### src/rtl/control_merge.sv
// Control merge: SIZE-way arbiter into a one-entry transparent slot feeding an eager data/index fork; 0-cycle latency when the slot is empty.
// Backpressure holds the token in the slot and drops every ins_ready; CMERGE_ROUND_ROBIN_EN swaps fixed priority for a rotating pointer.
module control_merge #(
  parameter int SIZE       = 2,
  parameter int DATA_TYPE  = 10,
  parameter int INDEX_TYPE = 1
) (
  input  logic                      clk,
  input  logic                      rst,
  input  logic [SIZE*DATA_TYPE-1:0] ins,
  input  logic [SIZE-1:0]           ins_valid,
  output logic [SIZE-1:0]           ins_ready,
  output logic [DATA_TYPE-1:0]      outs,
  output logic                      outs_valid,
  input  logic                      outs_ready,
  output logic [INDEX_TYPE-1:0]     index,
  output logic                      index_valid,
  input  logic                      index_ready
);

  logic                  win_vld;
  logic [INDEX_TYPE-1:0] win_idx;
  logic [DATA_TYPE-1:0]  win_dat;

  logic                  full_q, full_d;
  logic [DATA_TYPE-1:0]  dat_q, dat_d;
  logic [INDEX_TYPE-1:0] idx_q, idx_d;
  logic                  sent_out_q, sent_out_d;
  logic                  sent_idx_q, sent_idx_d;

  logic                  slot_vld;
  logic                  in_xfer;
  logic                  out_xfer;
  logic                  idx_xfer;
  logic                  fork_done;

`ifdef CMERGE_ROUND_ROBIN_EN
  logic [INDEX_TYPE-1:0] ptr_q, ptr_d;
  logic                  hi_vld, lo_vld;
  logic [INDEX_TYPE-1:0] hi_idx, lo_idx;

  // hi_* finds the first valid channel at or above the pointer; lo_* wraps around to the lowest.
  always_comb begin
    hi_vld = 1'b0;
    hi_idx = '0;
    lo_vld = 1'b0;
    lo_idx = '0;
    for (int j = SIZE - 1; j >= 0; j--) begin
      if (ins_valid[j]) begin
        lo_vld = 1'b1;
        lo_idx = INDEX_TYPE'(j);
        if (j >= int'(ptr_q)) begin
          hi_vld = 1'b1;
          hi_idx = INDEX_TYPE'(j);
        end
      end
    end
    win_vld = lo_vld;
    win_idx = hi_vld ? hi_idx : lo_idx;
  end

  always_comb begin
    ptr_d = ptr_q;
    if (in_xfer) begin
      ptr_d = (win_idx == INDEX_TYPE'(SIZE - 1)) ? '0 : win_idx + INDEX_TYPE'(1);
    end
  end

  always_ff @(posedge clk) begin
    if (rst) begin
      ptr_q <= '0;
    end else begin
      ptr_q <= ptr_d;
    end
  end
`else
  always_comb begin
    win_vld = 1'b0;
    win_idx = '0;
    for (int j = SIZE - 1; j >= 0; j--) begin
      if (ins_valid[j]) begin
        win_vld = 1'b1;
        win_idx = INDEX_TYPE'(j);
      end
    end
  end
`endif

  always_comb begin
    win_dat = '0;
    for (int j = 0; j < SIZE; j++) begin
      if (win_idx == INDEX_TYPE'(j)) begin
        win_dat = ins[j*DATA_TYPE +: DATA_TYPE];
      end
    end
  end

  // An empty slot is transparent, so the winner reaches the fork in the same cycle.
  always_comb begin
    slot_vld    = !rst && (full_q || win_vld);
    outs        = full_q ? dat_q : win_dat;
    index       = full_q ? idx_q : win_idx;
    outs_valid  = slot_vld && !sent_out_q;
    index_valid = slot_vld && !sent_idx_q;
    out_xfer    = outs_valid && outs_ready;
    idx_xfer    = index_valid && index_ready;
    fork_done   = slot_vld && (sent_out_q || out_xfer) && (sent_idx_q || idx_xfer);
    in_xfer     = !rst && !full_q && win_vld;
    ins_ready   = '0;
    for (int j = 0; j < SIZE; j++) begin
      if (in_xfer && (win_idx == INDEX_TYPE'(j))) begin
        ins_ready[j] = 1'b1;
      end
    end
  end

  always_comb begin
    full_d     = full_q;
    dat_d      = dat_q;
    idx_d      = idx_q;
    sent_out_d = sent_out_q;
    sent_idx_d = sent_idx_q;
    if (in_xfer && !fork_done) begin
      full_d = 1'b1;
      dat_d  = win_dat;
      idx_d  = win_idx;
    end else if (full_q && fork_done) begin
      full_d = 1'b0;
    end
    if (fork_done) begin
      sent_out_d = 1'b0;
      sent_idx_d = 1'b0;
    end else begin
      sent_out_d = sent_out_q || out_xfer;
      sent_idx_d = sent_idx_q || idx_xfer;
    end
  end

  always_ff @(posedge clk) begin
    if (rst) begin
      full_q     <= 1'b0;
      sent_out_q <= 1'b0;
      sent_idx_q <= 1'b0;
    end else begin
      full_q     <= full_d;
      sent_out_q <= sent_out_d;
      sent_idx_q <= sent_idx_d;
    end
  end

  always_ff @(posedge clk) begin
    dat_q <= dat_d;
    idx_q <= idx_d;
  end

  assert property (@(posedge clk) disable iff (rst)
    (outs_valid && !outs_ready) |=> (outs_valid && $stable(outs)));
  assert property (@(posedge clk) disable iff (rst)
    (index_valid && !index_ready) |=> (index_valid && $stable(index)));
  assert property (@(posedge clk) $onehot0(ins_ready));

endmodule
### config.mk
export PLATFORM = sky130hd
export DESIGN_NAME = control_merge
export DESIGN_NICKNAME = d
export VERILOG_FILES = /design/src/rtl/control_merge.sv
export SDC_FILE = /design/constraint.sdc
export NUM_CORES = 1
export LEC_CHECK = 0
export BUFFER_PORTS_ARGS = -buffer_cell sky130_fd_sc_hd__buf_2
export CAP_MARGIN = 20
export CORE_MARGIN = 10
export CORE_UTILIZATION = 35
export CTS_CLUSTER_SIZE = 28
export DETAILED_ROUTE_END_ITERATION = 7
export PLACE_DENSITY_LB_ADDON = 0.2
export SLEW_MARGIN = 20
export SYNTH_ARGS = -nofsm -noshare
export SYNTH_HDL_FRONTEND = slang
export SYNTH_SLANG_ARGS = --single-unit
export TNS_END_PERCENT = 5
### constraint.sdc
create_clock -name clk -period 2.56 [get_ports clk]
set_input_delay 0.512 -clock clk [delete_from_list [all_inputs] [get_ports clk]]
set_output_delay 0.512 -clock clk [all_outputs]
set_load 0.03 [all_outputs]
==> reports/metrics.cfg, run 1 <==
[worst_setup_path]
cp_slowest_stage_delay_ns=0.26
cp-end-kind=output pin
r2r_slack_ns=1.23
worstSetupPathType=input pin to output pin
crit_fanout=21
crit_path_start=ins_valid[1]
worstPathRequired_ns=2.05
worstRegToRegCells=3
cp-endpoint=ins_ready[1]
regToRegStartpoint=sent_out_q
cpMostUsedCell=buf_2
cp.arrival_ns=1.69
reg2reg_to=dat_q[0]
cp-start-kind=input pin
path_cells=buf_2 > nor2b_2 > buf_4 > nor3b_1 > buf_2
crit_slowest_cell=buf_4

[floorplanning]
rows=19
start_util_pct=36.0
pin_count=41
core_mm2=0.00271
die_x_um=72.8
dieHeight_um=72.8
die-area_mm2=0.00530

[finish]
fin_nets=159
final_layout_size_suffix_gt1_share_pct=47.7
final_util_pct=45.0
fillerInstances=279
diodes=0
regArea_um2=390
area_delta_synth_final_pct=25.0
multi_input_area_um2=477

[synthesis]
synth_nets=118
syn_inst=92
synth.top_cell.area_share_pct=33.9
synthTopCellsByCount=edfxtp_1 (11), inv_1 (11), mux2_2 (11)
yosys_warnings=0
synth_area_per_cell_um2=10.6
synth_ff_type=edfxtp_1
syn_area_um2=975
yosysTopAreaCell=edfxtp_1
synthArstFlopShare_pct=0
ys_seq_elements=14
synth_enable_flop_cells=11
netlist_top_cells_area=edfxtp_1 (34%), mux2_2 (13%), or4bb_1 (9.2%), o311ai_1 (9.0%), dfxtp_1 (6.2%)
synth_seq_area_share_pct=40.1
ys_types=22

[timing]
finalHoldViolCount=0
tightest_slew_ns=0.408
max_freq_ghz=0.454
rsz0062_at_grt=no
slew_viol_final=0
fin_crit_ns=2.20
slew_headroom_pct=72.6
period_share_pct=86.1
skew_ns=0.00711
fin_setup_tns_ns=0
setup_viol=0

[clocking]
post-cts-setup-buffers=0
root_buffer=clkbuf_4
clkLatencyLatePin_ns=0.28
clock_sinks=14
cts_buffers=3
cts_tree=yes
clock_path_buffers=2
clkTransAtPathRegs_ns=0.09
cts_resized=0
hold_buffers=0
htreeDepth=1

[grt]
antenna_found_initial=0
first_global_vias=875
grt_start_max_net_pins=22
gr-total-overflow=0
grt_pass1_wl_mm=4.11
grtUsageTotal_pct=9.62

[detailed_routing]
drc=0
dr.pass1.iters=2
routedWlPerCell_um=14.8
antenna_left=0
num_vias=842
wl_mm=2.41
vias_per_cell=5.17
drtIter0Drc=33

[power]
p_int_w=0.000401
p_comb_share_pct=33.4
power_frac_seq_pct=44.5
power_density_mw_per_mm2=491
peakVddDrop_uv=343
clkPwrFrac_pct=22.1
p_sw_w=0.000197
swShare_pct=33.0
p_leak_nw=0.537

[place]
gp_congestion=0.706
dp_hpwl_mm=1.83
io_buffers=40

[min_path]
hold_path_class=input pin to register

[status]
status=finished clean

[run]
max_cap_viol_count=0

-- stage by stage --
stage	total power (W)	std cells	hold slack, ns	instance area (um^2)	setup WS (ns)
finish	0.000598	163	0.505	1220	0.357
global route	0.000642	163	0.497	1220	0.236
detailed placement	0.000474	159	0.580	1190	0.322
global placement	0.000472	159	0.572	1190	0.412
floorplan	0.000411	92	0.543	975	0.276
CTS	0.000612	163	0.497	1220	0.313
-- cells by family (layout without fill, tap and decap cells) --
group / Yosys count / in the layout / share of synthesized area (%)
buffers and inverters: 21 / 61 / 11.9
AO/OA/AOI/OAI: 14 / 14 / 13.0
multiplexers: 11 / 11 / 12.7
AND/OR/NAND/NOR: 32 / 32 / 22.3
flip-flops: 14 / 14 / 40.1
-- worst min path at each step --
stage	start	endpoint	slack, ns	cells after the start
6_report	rst	sent_out_q	0.50	2
5_1_grt	rst	sent_out_q	0.50	2
4_1_cts	rst	sent_out_q	0.50	2
3_5_place_dp	sent_idx_q	sent_idx_q	0.58	1
3_3_place_gp	sent_idx_q	sent_idx_q	0.57	1
2_1_floorplan	sent_out_q	sent_out_q	0.54	2
-- power by group through the flow --
stage               registers (W)  clock network, W  logic [W]
finish                   0.000266          0.000132   0.000200
global route             0.000268          0.000154   0.000220
CTS                      0.000266          0.000142   0.000204
detailed placement       0.000272                 0   0.000203
global placement         0.000271                 0   0.000201
floorplan                0.000271                 0   0.000141
-- placed cells by master, fill, tap and decap left out --
cell       Yosys  final
inv_1         11     11
o221a_2        1      1
mux2_2        11     11
buf_4          0      6
nand4bb_1      2      2
o311ai_1      10     10
nor4_2         0      1
nor2_1         2      2
clkbuf_4       0      3
nor3b_1        2      2
nor3_1         4      4
nor2b_2        0      1
buf_2          3     40
or4bb_1        8      8
edfxtp_1      11     11
nand2_1       10     10
o22a_1         1      1
nor4_1         3      2
clkbuf_1       2      1
o31a_1         1      1
o32a_1         1      1
dfxtp_1        3      3
-- final cells by class --
cell class / count / area share, %
Multi-Input combinational cell: 57 / 39.1
Sequential cell: 14 / 32.0
Timing Repair Buffer: 46 / 20.1
Inverter: 11 / 3.39
Tap cell: 31 / 3.18
Clock buffer: 4 / 2.16
-- sequential cells by signal, summed over array words and instances, names as in the netlist --
name,cells
dat_q,10
full_q,1
idx_q,1
sent_idx_q,1
sent_out_q,1
-- per-layer routing --
| metal | wire, um | vias up | track usage [%] |
|---|---|---|---|
| met5 | 0 | - | 0 |
| li1 | - | 434 | - |
| met4 | 8 | 0 | 2.53 |
| met1 | 1010 | 378 | 9.59 |
| met3 | 268 | 2 | 6.12 |
| met2 | 1120 | 28 | 16.3 |
-- critical path: cells and delay by family --
kind,cells,cell delay (ns)
buffers and inverters,3,0.73
and+or+nand+nor,2,0.44
Note: power is estimated with default switching activity, not from simulation.
==> inputs of run 2 (changes only) <==
- CELL_PAD_IN_SITES_DETAIL_PLACEMENT: unset -> 2
- CELL_PAD_IN_SITES_GLOBAL_PLACEMENT: unset -> 2
- CORE_UTILIZATION: 35 -> 28
==> run 2 against run 1 <==
  * Routed wire length is 20% higher
  * Sequential cell count unchanged
  * Register-to-register slack worse by 0.10 ns
  * Total power is 6.5% higher
  * First-iteration DRC count fell by 55%
  * Clock skew is 0.0045 ns higher
  * Setup slack worse by 0.065 ns
  * Clock-buffer cell count did not move
  * Sequential share of layout area down 0.93 points
  * Global-route usage shrank 0.58 points
  * Maximum frequency is 2.9% lower
  * Non-clock buffer count is 1 higher
  * Highest routed layer unchanged
==> reports/metrics.cfg, run 2 (synthesis gave the netlist of run 1 again) <==
[finish]
top_register=dat_q  ; unchanged
largest_register_ffs=10  ; unchanged
final_common_cell=buf_2  ; unchanged
layout_common_cells=buf_2 (40), mux2_2 (11), inv_1 (11), edfxtp_1 (11)  ; unchanged
final_layout_size_suffix_gt1_share_pct=48.9  ; was 47.7%
fin_nets=160  ; was 159
fillerInstances=398  ; was 279
regArea_um2=390  ; unchanged
multi_input_area_um2=477  ; unchanged
area_delta_synth_final_pct=28.8  ; was 25.0%
diodes=0  ; unchanged

[worst_setup_path]
cp-start-kind=register  ; was input pin
regToRegStartpoint=full_q  ; was sent_out_q
reg2reg_to=dat_q[4]  ; was dat_q[0]
crit_fanout=12  ; was 21
cp.arrival_ns=1.76  ; was 1.69 ns
cp_slowest_stage_delay_ns=0.50  ; was 0.26 ns
worstRegToRegCells=3  ; unchanged
worstPathRequired_ns=2.05  ; about the same
cp-end-kind=output pin  ; unchanged
r2r_slack_ns=1.13  ; was 1.23 ns
worstSetupPathType=register to output pin  ; was input pin to output pin
path_cells=buf_4 > or4bb_1 > o311ai_1 > buf_2  ; was buf_2 > nor2b_2 > buf_4 > nor3b_1 > buf_2
crit_slowest_cell=or4bb_1  ; was buf_4

[floorplanning]
die_x_um=79  ; was 72.8 um
core_mm2=0.00336  ; was 0.00271 mm^2
start_util_pct=29.0  ; was 36.0%
rows=21  ; was 19
pin_count=41  ; unchanged
die-area_mm2=0.00624  ; was 0.00530 mm^2
dieHeight_um=79  ; was 72.8 um

[grt]
antenna_found_initial=0  ; unchanged
grt_pass1_wl_mm=4.65  ; was 4.11 mm
grtUsageTotal_pct=9.04  ; was 9.62%
grt_start_max_net_pins=18  ; was 22
first_global_vias=945  ; was 875
gr-total-overflow=0  ; unchanged

[timing]
setup_viol=0  ; unchanged
max_freq_ghz=0.441  ; was 0.454 GHz
holdWs_ns=0.533  ; was 0.505 ns
slew_viol_final=0  ; unchanged
slew_headroom_pct=65.3  ; was 72.6%
fin_crit_ns=2.27  ; was 2.20 ns
period_share_pct=88.6  ; was 86.1%
rsz0062_at_grt=no  ; unchanged
finalHoldViolCount=0  ; unchanged
fin_setup_tns_ns=0  ; unchanged
skew_ns=0.0116  ; was 0.00711 ns
tightest_slew_ns=0.517  ; was 0.408 ns

[clocking]
clock_sinks=14  ; unchanged
root_buffer=clkbuf_4  ; unchanged
clock_path_buffers=2  ; unchanged
cts_tree=yes  ; unchanged
cts_resized=0  ; unchanged
clkLatencyLatePin_ns=0.28  ; about the same
clkTransAtPathRegs_ns=0.10  ; was 0.09 ns
hold_buffers=0  ; unchanged
htreeDepth=1  ; unchanged
post-cts-setup-buffers=0  ; unchanged
cts_buffers=3  ; unchanged

[min_path]
holdCritStartpoint=rst  ; unchanged
hold_end=full_q  ; was sent_out_q
hold_path_class=input pin to register  ; unchanged
whs_path_depth=2  ; unchanged

[run]
max_cap_viol_count=0  ; unchanged

[place]
gp_congestion=0.721  ; was 0.706
dp_hpwl_mm=2.29  ; was 1.83 mm
io_buffers=40  ; unchanged

[power]
swShare_pct=32.7  ; was 33.0%
p_comb_share_pct=32.0  ; was 33.4%
p_leak_nw=0.548  ; was 0.537 nW
p_sw_w=0.000208  ; was 0.000197 W
power_frac_seq_pct=42.2  ; was 44.5%
peakVddDrop_uv=188  ; was 343 uV
power_density_mw_per_mm2=507  ; was 491 mW/mm^2
p_int_w=0.000429  ; was 0.000401 W
clkPwrFrac_pct=25.7  ; was 22.1%

[detailed_routing]
drtIter0Drc=15  ; was 33
antenna_left=0  ; unchanged
drc=0  ; unchanged
wl_mm=2.89  ; was 2.41 mm
routedWlPerCell_um=16.1  ; was 14.8 um
vias_per_cell=4.94  ; was 5.17
num_vias=885  ; was 842
dr.pass1.iters=4  ; was 2

[status]
status=finished clean  ; unchanged

==> run 2: changes by cell type in the layout (fill, tap and decap cells not counted) <==
| cell | previous run | this run |
|---|---|---|
| clkbuf_1 | 1 | 0 |
| clkbuf_8 | 0 | 1 |
| buf_4 | 6 | 7 |
==> run 2: worst max-delay path by stage <==
stage                      start            to  slack [ns]  cells past startpoint
CTS                       full_q       outs[7]        0.26                      4
finish                    full_q       outs[7]        0.29                      4
global placement    ins_valid[1]  ins_ready[1]        0.35                      5
detailed placement  ins_valid[1]  ins_ready[1]        0.31                      5
floorplan                    rst      dat_q[0]        0.28                      2
global route              full_q       outs[1]        0.18                      4
==> run 2: final cells by class <==
| type | count | share of cell area (%) |
|---|---|---|
| Timing Repair Buffer | 47 | 20.1 |
| Tap cell | 46 | 4.59 |
| Multi-Input combinational cell | 57 | 38.0 |
| Clock buffer | 4 | 2.89 |
| Inverter | 11 | 3.29 |
| Sequential cell | 14 | 31.1 |
==> run 2: per-stage QoR <==
stage,instance area [um^2],instances,setup WS [ns],power [W],utilization [%]
after global routing,1250,179,0.183,0.000671,37.3
after global placement,1220,175,0.353,0.000478,36.2
after floorplan,975,92,0.276,0.000411,-
after detailed placement,1220,175,0.312,0.000482,36.2
final,1250,179,0.292,0.000637,37.3
after CTS,1250,179,0.262,0.000647,37.3
==> run 2: critical path: cells and delay by family, from the launching register on <==
kind	cells	cell delay, ns
flops	1	0.39
compound gates	1	0.11
simple gates	1	0.50
buf+inv	2	0.46
==> run 2: metal layers <==
metal  up-vias  wire length [um]  track usage (%)
met5         -                 0                0
met4         0                14             2.15
met2        26              1310             14.4
met3         2               247             3.94
met1       427              1320             10.9
li1        430                 -                -
==> run 2: power by group through the flow <==
stage | clock [W] | sequential (W) | combinational [W]
3_5_place_dp | 0 | 0.000274 | 0.000207
5_1_grt | 0.000176 | 0.000271 | 0.000223
2_1_floorplan | 0 | 0.000271 | 0.000141
3_3_place_gp | 0 | 0.000274 | 0.000204
6_report | 0.000164 | 0.000269 | 0.000204
4_1_cts | 0.000169 | 0.000269 | 0.000209
